--- config.mk ---
export PLATFORM = sky130hd
export DESIGN_NAME = branch_resolve_bht_flat
export DESIGN_NICKNAME = d
export VERILOG_FILES = /design/src/rtl/branch_pkg.sv /design/src/rtl/branch_resolve_bht_if.sv /design/src/rtl/branch_cond.sv /design/src/rtl/branch_resolve_bht.sv /design/src/flat_wrapper.sv
export SDC_FILE = /design/constraint.sdc
export NUM_CORES = 1
export LEC_CHECK = 0
export BUFFER_PORTS_ARGS = -buffer_cell sky130_fd_sc_hd__buf_2
export CORE_ASPECT_RATIO = 1.1
export CORE_MARGIN = 8
export CORE_UTILIZATION = 35
export DETAILED_ROUTE_END_ITERATION = 10
export PLACE_DENSITY = 0.87
export SLEW_MARGIN = 20
export SYNTH_ARGS = -nofsm -noshare
export SYNTH_HDL_FRONTEND = slang
export SYNTH_HIERARCHICAL = 1
export SYNTH_SLANG_ARGS = --single-unit
--- constraint.sdc ---
create_clock -name clk_in -period 0.9 [get_ports clk_in]
set_input_delay 0.09 -clock clk_in [delete_from_list [all_inputs] [get_ports clk_in]]
set_output_delay 0.09 -clock clk_in [all_outputs]
set_load 0.01 [all_outputs]
--- src/rtl/branch_pkg.sv ---
// Shared opcode/condition encodings, operation classes and BHT counter type
// for the branch resolve unit.
package branch_pkg;

    localparam logic [4:0] OPC_BRANCH = 5'b11000;
    localparam logic [4:0] OPC_JAL    = 5'b11011;
    localparam logic [4:0] OPC_JALR   = 5'b11001;

    localparam logic [2:0] F3_BEQ  = 3'b000;
    localparam logic [2:0] F3_BNE  = 3'b001;
    localparam logic [2:0] F3_BLT  = 3'b100;
    localparam logic [2:0] F3_BGE  = 3'b101;
    localparam logic [2:0] F3_BLTU = 3'b110;
    localparam logic [2:0] F3_BGEU = 3'b111;

    typedef enum logic [1:0] {
        OP_OTHER,
        OP_BRANCH,
        OP_JUMP
    } op_class_e;

    typedef logic [1:0] bht_ctr_t;
    localparam bht_ctr_t BHT_CTR_RESET = 2'b01;

    function automatic op_class_e decode_op(input logic [4:0] opcode);
        case (opcode)
            OPC_BRANCH:        return OP_BRANCH;
            OPC_JAL, OPC_JALR: return OP_JUMP;
            default:           return OP_OTHER;
        endcase
    endfunction

    // Two-bit saturating step: never wraps past 00 or 11.
    function automatic bht_ctr_t bht_ctr_next(input bht_ctr_t ctr, input logic taken);
        if (taken) begin
            return (ctr == 2'b11) ? ctr : ctr + 2'd1;
        end
        return (ctr == 2'b00) ? ctr : ctr - 2'd1;
    endfunction

endpackage

--- src/rtl/branch_resolve_bht_if.sv ---
// Resolve request, registered resolve results and fetch-side lookup of the
// branch resolve unit.
interface branch_resolve_bht_if #(
    parameter int XLEN     = 32,
    parameter int PC_WIDTH = 32
);
    logic                flush_in;
    logic                valid_in;
    logic [4:0]          opcode_6_to_2_in;
    logic [2:0]          funct3_in;
    logic [XLEN-1:0]     rs1_in;
    logic [XLEN-1:0]     rs2_in;
    logic [PC_WIDTH-1:0] pc_in;
    logic                pred_taken_in;
    logic [PC_WIDTH-1:0] lookup_pc_in;
    logic                lookup_taken_out;
    logic                valid_out;
    logic                branch_taken_out;
    logic                mispredict_out;
    logic                illegal_out;

    modport master (
        output flush_in, valid_in, opcode_6_to_2_in, funct3_in, rs1_in, rs2_in,
               pc_in, pred_taken_in, lookup_pc_in,
        input  lookup_taken_out, valid_out, branch_taken_out, mispredict_out,
               illegal_out
    );

    modport slave (
        input  flush_in, valid_in, opcode_6_to_2_in, funct3_in, rs1_in, rs2_in,
               pc_in, pred_taken_in, lookup_pc_in,
        output lookup_taken_out, valid_out, branch_taken_out, mispredict_out,
               illegal_out
    );
endinterface

--- src/rtl/branch_cond.sv ---
// Combinational branch condition evaluator: full-width signed/unsigned compares
// selected by funct3; the two unused encodings are flagged illegal.
module branch_cond
    import branch_pkg::*;
#(
    parameter int XLEN = 32
) (
    input  logic [2:0]      funct3,
    input  logic [XLEN-1:0] rs1,
    input  logic [XLEN-1:0] rs2,
    output logic            taken,
    output logic            illegal
);

    always_comb begin
        taken   = 1'b0;
        illegal = 1'b0;
        case (funct3)
            F3_BEQ:  taken = (rs1 == rs2);
            F3_BNE:  taken = (rs1 != rs2);
            F3_BLT:  taken = ($signed(rs1) <  $signed(rs2));
            F3_BGE:  taken = ($signed(rs1) >= $signed(rs2));
            F3_BLTU: taken = (rs1 <  rs2);
            F3_BGEU: taken = (rs1 >= rs2);
            default: illegal = 1'b1;
        endcase
    end

endmodule

--- src/rtl/branch_resolve_bht.sv ---
// Branch resolve unit with one-cycle registered results and an optional
// 2-bit-counter branch history table, built only when BRANCH_BHT_EN is defined.
module branch_resolve_bht
    import branch_pkg::*;
#(
    parameter int XLEN      = 32,
    parameter int PC_WIDTH  = 32,
    parameter int BHT_DEPTH = 16
) (
    input logic                clk_in,
    input logic                reset_in,
    branch_resolve_bht_if.slave bus
);

    localparam int IDX_W = $clog2(BHT_DEPTH);

    op_class_e op_class;
    logic      cond_taken;
    logic      cond_illegal;
    logic      accept;
    logic      res_taken;
    logic      res_illegal;
    logic      bht_we;
    logic      valid_q;
    logic      taken_q;
    logic      mispredict_q;
    logic      illegal_q;
    logic      unused_bits;

    branch_cond #(
        .XLEN(XLEN)
    ) u_cond (
        .funct3 (bus.funct3_in),
        .rs1    (bus.rs1_in),
        .rs2    (bus.rs2_in),
        .taken  (cond_taken),
        .illegal(cond_illegal)
    );

    always_comb begin
        op_class    = decode_op(bus.opcode_6_to_2_in);
        accept      = bus.valid_in & ~bus.flush_in;
        res_taken   = 1'b0;
        res_illegal = 1'b0;
        case (op_class)
            OP_BRANCH: begin
                res_taken   = cond_taken;
                res_illegal = cond_illegal;
            end
            OP_JUMP:   res_taken = 1'b1;
            default:   ;
        endcase
        bht_we = accept & (op_class == OP_BRANCH) & ~cond_illegal;
    end

    // Every result bit is gated by accept so nothing leaks out while valid_out is low.
    always_ff @(posedge clk_in or posedge reset_in) begin
        if (reset_in) begin
            valid_q      <= 1'b0;
            taken_q      <= 1'b0;
            mispredict_q <= 1'b0;
            illegal_q    <= 1'b0;
        end else begin
            valid_q      <= accept;
            taken_q      <= accept & res_taken;
            mispredict_q <= accept & (res_taken != bus.pred_taken_in);
            illegal_q    <= accept & res_illegal;
        end
    end

    assign bus.valid_out        = valid_q;
    assign bus.branch_taken_out = taken_q;
    assign bus.mispredict_out   = mispredict_q;
    assign bus.illegal_out      = illegal_q;

`ifdef BRANCH_BHT_EN
    bht_ctr_t         bht [BHT_DEPTH];
    logic [IDX_W-1:0] upd_idx;
    logic [IDX_W-1:0] look_idx;

    assign upd_idx  = bus.pc_in[2 +: IDX_W];
    assign look_idx = bus.lookup_pc_in[2 +: IDX_W];

    always_ff @(posedge clk_in or posedge reset_in) begin
        if (reset_in) begin
            for (int i = 0; i < BHT_DEPTH; i++) begin
                bht[i] <= BHT_CTR_RESET;
            end
        end else if (bht_we) begin
            bht[upd_idx] <= bht_ctr_next(bht[upd_idx], cond_taken);
        end
    end

    // Read straight from the array: a same-cycle update is not forwarded.
    assign bus.lookup_taken_out = bht[look_idx][1];
`else
    assign bus.lookup_taken_out = 1'b0;
`endif

    assign unused_bits = ^{bus.pc_in, bus.lookup_pc_in, bht_we};

endmodule

--- src/flat_wrapper.sv ---
// flat-port wrapper written by rule: the top's interface ports become plain ports
module branch_resolve_bht_flat import branch_pkg::*;
#(
    parameter int XLEN      = 32,
    parameter int PC_WIDTH  = 32,
    parameter int BHT_DEPTH = 16
)
  (clk_in, reset_in, bus_flush_in, bus_valid_in, bus_opcode_6_to_2_in, bus_funct3_in, bus_rs1_in, bus_rs2_in, bus_pc_in, bus_pred_taken_in, bus_lookup_pc_in, bus_lookup_taken_out, bus_valid_out, bus_branch_taken_out, bus_mispredict_out, bus_illegal_out);
  branch_resolve_bht_if #(.XLEN(XLEN), .PC_WIDTH(PC_WIDTH)) bus_i ();
  input logic clk_in;
  input logic reset_in;
  input wire logic [$bits(bus_i.flush_in)-1:0] bus_flush_in;
  input wire logic [$bits(bus_i.valid_in)-1:0] bus_valid_in;
  input wire logic [$bits(bus_i.opcode_6_to_2_in)-1:0] bus_opcode_6_to_2_in;
  input wire logic [$bits(bus_i.funct3_in)-1:0] bus_funct3_in;
  input wire logic [$bits(bus_i.rs1_in)-1:0] bus_rs1_in;
  input wire logic [$bits(bus_i.rs2_in)-1:0] bus_rs2_in;
  input wire logic [$bits(bus_i.pc_in)-1:0] bus_pc_in;
  input wire logic [$bits(bus_i.pred_taken_in)-1:0] bus_pred_taken_in;
  input wire logic [$bits(bus_i.lookup_pc_in)-1:0] bus_lookup_pc_in;
  output wire logic [$bits(bus_i.lookup_taken_out)-1:0] bus_lookup_taken_out;
  output wire logic [$bits(bus_i.valid_out)-1:0] bus_valid_out;
  output wire logic [$bits(bus_i.branch_taken_out)-1:0] bus_branch_taken_out;
  output wire logic [$bits(bus_i.mispredict_out)-1:0] bus_mispredict_out;
  output wire logic [$bits(bus_i.illegal_out)-1:0] bus_illegal_out;
  assign bus_i.flush_in = bus_flush_in;
  assign bus_i.valid_in = bus_valid_in;
  assign bus_i.opcode_6_to_2_in = bus_opcode_6_to_2_in;
  assign bus_i.funct3_in = bus_funct3_in;
  assign bus_i.rs1_in = bus_rs1_in;
  assign bus_i.rs2_in = bus_rs2_in;
  assign bus_i.pc_in = bus_pc_in;
  assign bus_i.pred_taken_in = bus_pred_taken_in;
  assign bus_i.lookup_pc_in = bus_lookup_pc_in;
  assign bus_lookup_taken_out = bus_i.lookup_taken_out;
  assign bus_valid_out = bus_i.valid_out;
  assign bus_branch_taken_out = bus_i.branch_taken_out;
  assign bus_mispredict_out = bus_i.mispredict_out;
  assign bus_illegal_out = bus_i.illegal_out;
  branch_resolve_bht #(.XLEN(XLEN), .PC_WIDTH(PC_WIDTH), .BHT_DEPTH(BHT_DEPTH)) u_core (.clk_in(clk_in), .reset_in(reset_in), .bus(bus_i));
endmodule
==> results.sh <==
export IMPL_status="finished with violations"
export IMPL_violations="negative setup slack"
export IMPL_fp_dieH_um=76.05
export IMPL_slew_violations=0
export IMPL_slowest_stage="or3_1"
export IMPL_root_buffer="clkbuf_4"
export IMPL_cp_slowest_stage_delay_ps=340
export IMPL_yosysTopAreaCellShare_pct=37.08
export IMPL_syn_to_final_growth_pct=68.05
export IMPL_place_ws_ps=-1385
export IMPL_start_kind="input port"
export IMPL_finalCriticalPeriod_ps=2036
export IMPL_setup_violations=2
export IMPL_grt_pass1_vias=1481
export IMPL_yosysUniqueCellTypes=33
export IMPL_muxShareOfSynthArea_pct=0
export IMPL_gp_congestion=0.7777
export IMPL_leakage_nw=1.066
export IMPL_synth_compound_area_share_pct=17.99
export IMPL_worstHoldPathType="in2reg"
export IMPL_syn_area_um2=1147
export IMPL_async_flop_share_pct=100.0
export IMPL_power_per_cell_area_nw_per_um2=581.1
export IMPL_wire_per_inst_um=12.59
export IMPL_die_w_um=70.59
export IMPL_cp_max_fo=3
export IMPL_gr_total_overflow=0
export IMPL_synth_simple_gate_area_share_pct=22.79
export IMPL_place_hpwl_um=3110
export IMPL_pin_count=146
export IMPL_synthAdderAreaFrac_pct=37.08
export IMPL_total_power_mw=1.120
export IMPL_drt_total_wl_um=3537
export IMPL_path_class="in2reg"
export IMPL_worstHoldStart="bus_pred_taken_in"
export IMPL_synthXorXnorAreaFrac_pct=0
export IMPL_synth_seq_cells=4
export IMPL_via_per_inst=4.868
export IMPL_drive_gt1_share_pct=53.47
export IMPL_ys_flop_type="dfrtp_1"
export IMPL_crit_chain="buf_2, inv_1, ha_1, nand4_1, nor3_1, a22oi_2, and3_1, a211o_2, nor3_2, a21oi_2, or3_1, a21oi_2"
export IMPL_nets=422
export IMPL_netlist_instances=152
export IMPL_grt_pass1_wl_um=5878
export IMPL_htree_num_levels=1
export IMPL_finalSetupTns_ps=-2114
export IMPL_setup_ws_ps=-1136
export IMPL_required_ps=1060
export IMPL_rsz0062_at_grt="true"
export IMPL_path_delay_family="simple AND/OR/NAND/NOR gates"
export IMPL_yosysWarnings=6
export IMPL_synth_nets=327
export IMPL_fmax_mhz=491.1
export IMPL_synth_edff_count=0
export IMPL_start_util_pct=35.32
export IMPL_antenna_left=0
export IMPL_arrival_ps=2190
export IMPL_cp_end_kind="register"
export IMPL_finalHoldViolCount=0
export IMPL_cp_num_cells=12
export IMPL_antenna_found_initial=0
export IMPL_path_common_cell="a21oi_2"
export IMPL_drc=0
export IMPL_num_rows=22
export IMPL_crit_end="u_core/bus.mispredict_out"
export IMPL_first_pass_iters=4
export IMPL_drt_iter0_markers=29
export IMPL_diodes=0
export IMPL_maxCapViolations=0
export IMPL_synth_area_per_cell_um2=7.548
export IMPL_vdd_drop_max_uv=247.0
export IMPL_cts_sinks=4
export IMPL_yosysSeqAreaShare_pct=8.724
export IMPL_crit_start="bus_rs2_in[21]"
export IMPL_dieArea_um2=5368
export IMPL_clkTransAtPathRegs_ps=40
export IMPL_portBuffers=80
export IMPL_synth_top_family_by_area="adder cells"
export IMPL_yosys_top_cells_area="ha_1, inv_1, dfrtp_1, a21oi_1, nand4_1"
export IMPL_grt_max_degree=6
export IMPL_cts_tree="done"
export IMPL_cts_buffers=3
export IMPL_worst_path_buf_inv=2
export IMPL_vias=1368
export IMPL_cts_buffer_depth=2
export IMPL_coreArea_um2=3248
export IMPL_yosysTopAreaCell="ha_1"
export IMPL_period_share_pct=226.3
export IMPL_grt_usage_pct=12.54
export IMPL_worst_hold_slack_ps=184.9
[placed cells by master, fill, tap and decap left out, drive strengths merged]
cell type / count
a21boi: 2
and3: 3
nand2b: 2
conb: 1
nor4: 3
nor2b: 2
a311oi: 1
ha: 34
nand3: 7
a21o: 2
o21ai: 4
o211ai: 1
a31oi: 1
nand3b: 1
a211o: 1
a21oi: 16
clkbuf: 3
nor2: 5
a211oi: 1
o31a: 1
nor3: 3
or3: 2
a22oi: 1
o311a: 2
nand4: 8
inv: 38
dlygate4sd3: 1
buf: 90
nand2: 5
dfrtp: 4
[sequential cells by signal (all words and copies together), names as in the netlist]
| signal | cells |
|---|---|
| u_core/bus.mispredict_out | 1 |
| u_core/bus.illegal_out | 1 |
| u_core/bus.valid_out | 1 |
| u_core/bus.branch_taken_out | 1 |
[worst min-delay path by stage]
| stage | to | slack (ps) | cells past startpoint |
|---|---|---|---|
| after global routing | u_core/bus.mispredict_out | 190 | 3 |
| after floorplan | u_core/bus.branch_taken_out | -140 | 1 |
| after global placement | u_core/bus.valid_out | -30 | 2 |
| final | u_core/bus.mispredict_out | 180 | 3 |
| after CTS | u_core/bus.valid_out | 120 | 3 |
| after detailed placement | u_core/bus.branch_taken_out | -20 | 2 |
[per-stage QoR]
| step | util (%) | instance area [um^2] | instances |
|---|---|---|---|
| 6_report | 59.36 | 1928 | 281 |
| 5_1_grt | 59.36 | 1928 | 281 |
| 4_1_cts | 57.51 | 1868 | 280 |
| 3_5_place_dp | 55.32 | 1797 | 275 |
| 3_3_place_gp | 55.32 | 1797 | 275 |
| 2_1_floorplan | - | 1299 | 152 |
[cell type report]
type	count	area [um^2]
clock buffer	3	22.52
fill	290	1320
inverter	38	162.7
multi-input combinational	109	1094
sequential	4	100.1
tap	36	45.04
timing repair buffer	91	504.2
[cell usage after synthesis (all sizes together) (2+ instances only)]
cell    instances
dfrtp           4
o311a           2
nor2b           2
nand4           8
nor3            3
and3            3
nand2           5
nor4            3
inv            38
a21o            2
ha             34
nand2b          2
a21oi          16
nand3           7
o21ai           4
nor2            5
or3             2
a21boi          2
[per-layer routing]
metal | part of all wire (%) | GRT usage, %
met1 | 39 | 11.70
met2 | 50 | 23.98
met3 | 10 | 5.395
met4 | 0.31 | 3.125
met5 | 0 | 0
[power by group]
group          total, mW  internal, mW  switching, mW  leakage (nW)
clock network      0.218         0.149         0.0690        0.0138
logic              0.717         0.384          0.333         0.998
registers          0.186         0.185       0.000708        0.0543
total               1.12         0.717          0.403          1.07
[cells by family after synthesis]
group / after synthesis
buffers and inverters: 39
DFF: 4
and+or+nand+nor: 41
adders and majority gates: 34
AOI/OAI and AO/OA: 33
other: 1
[what timing repair did]
action | CTS | global route
setup endpoints to repair | 2 | 3
pin swaps | 9 | 3
hold buffers | 1 | 0
hold endpoints to repair | 4 | 0
buffers inserted | 1 | 2
resized for setup | 8 | 14
No activity file was read; power rests on OpenSTA's default activity.
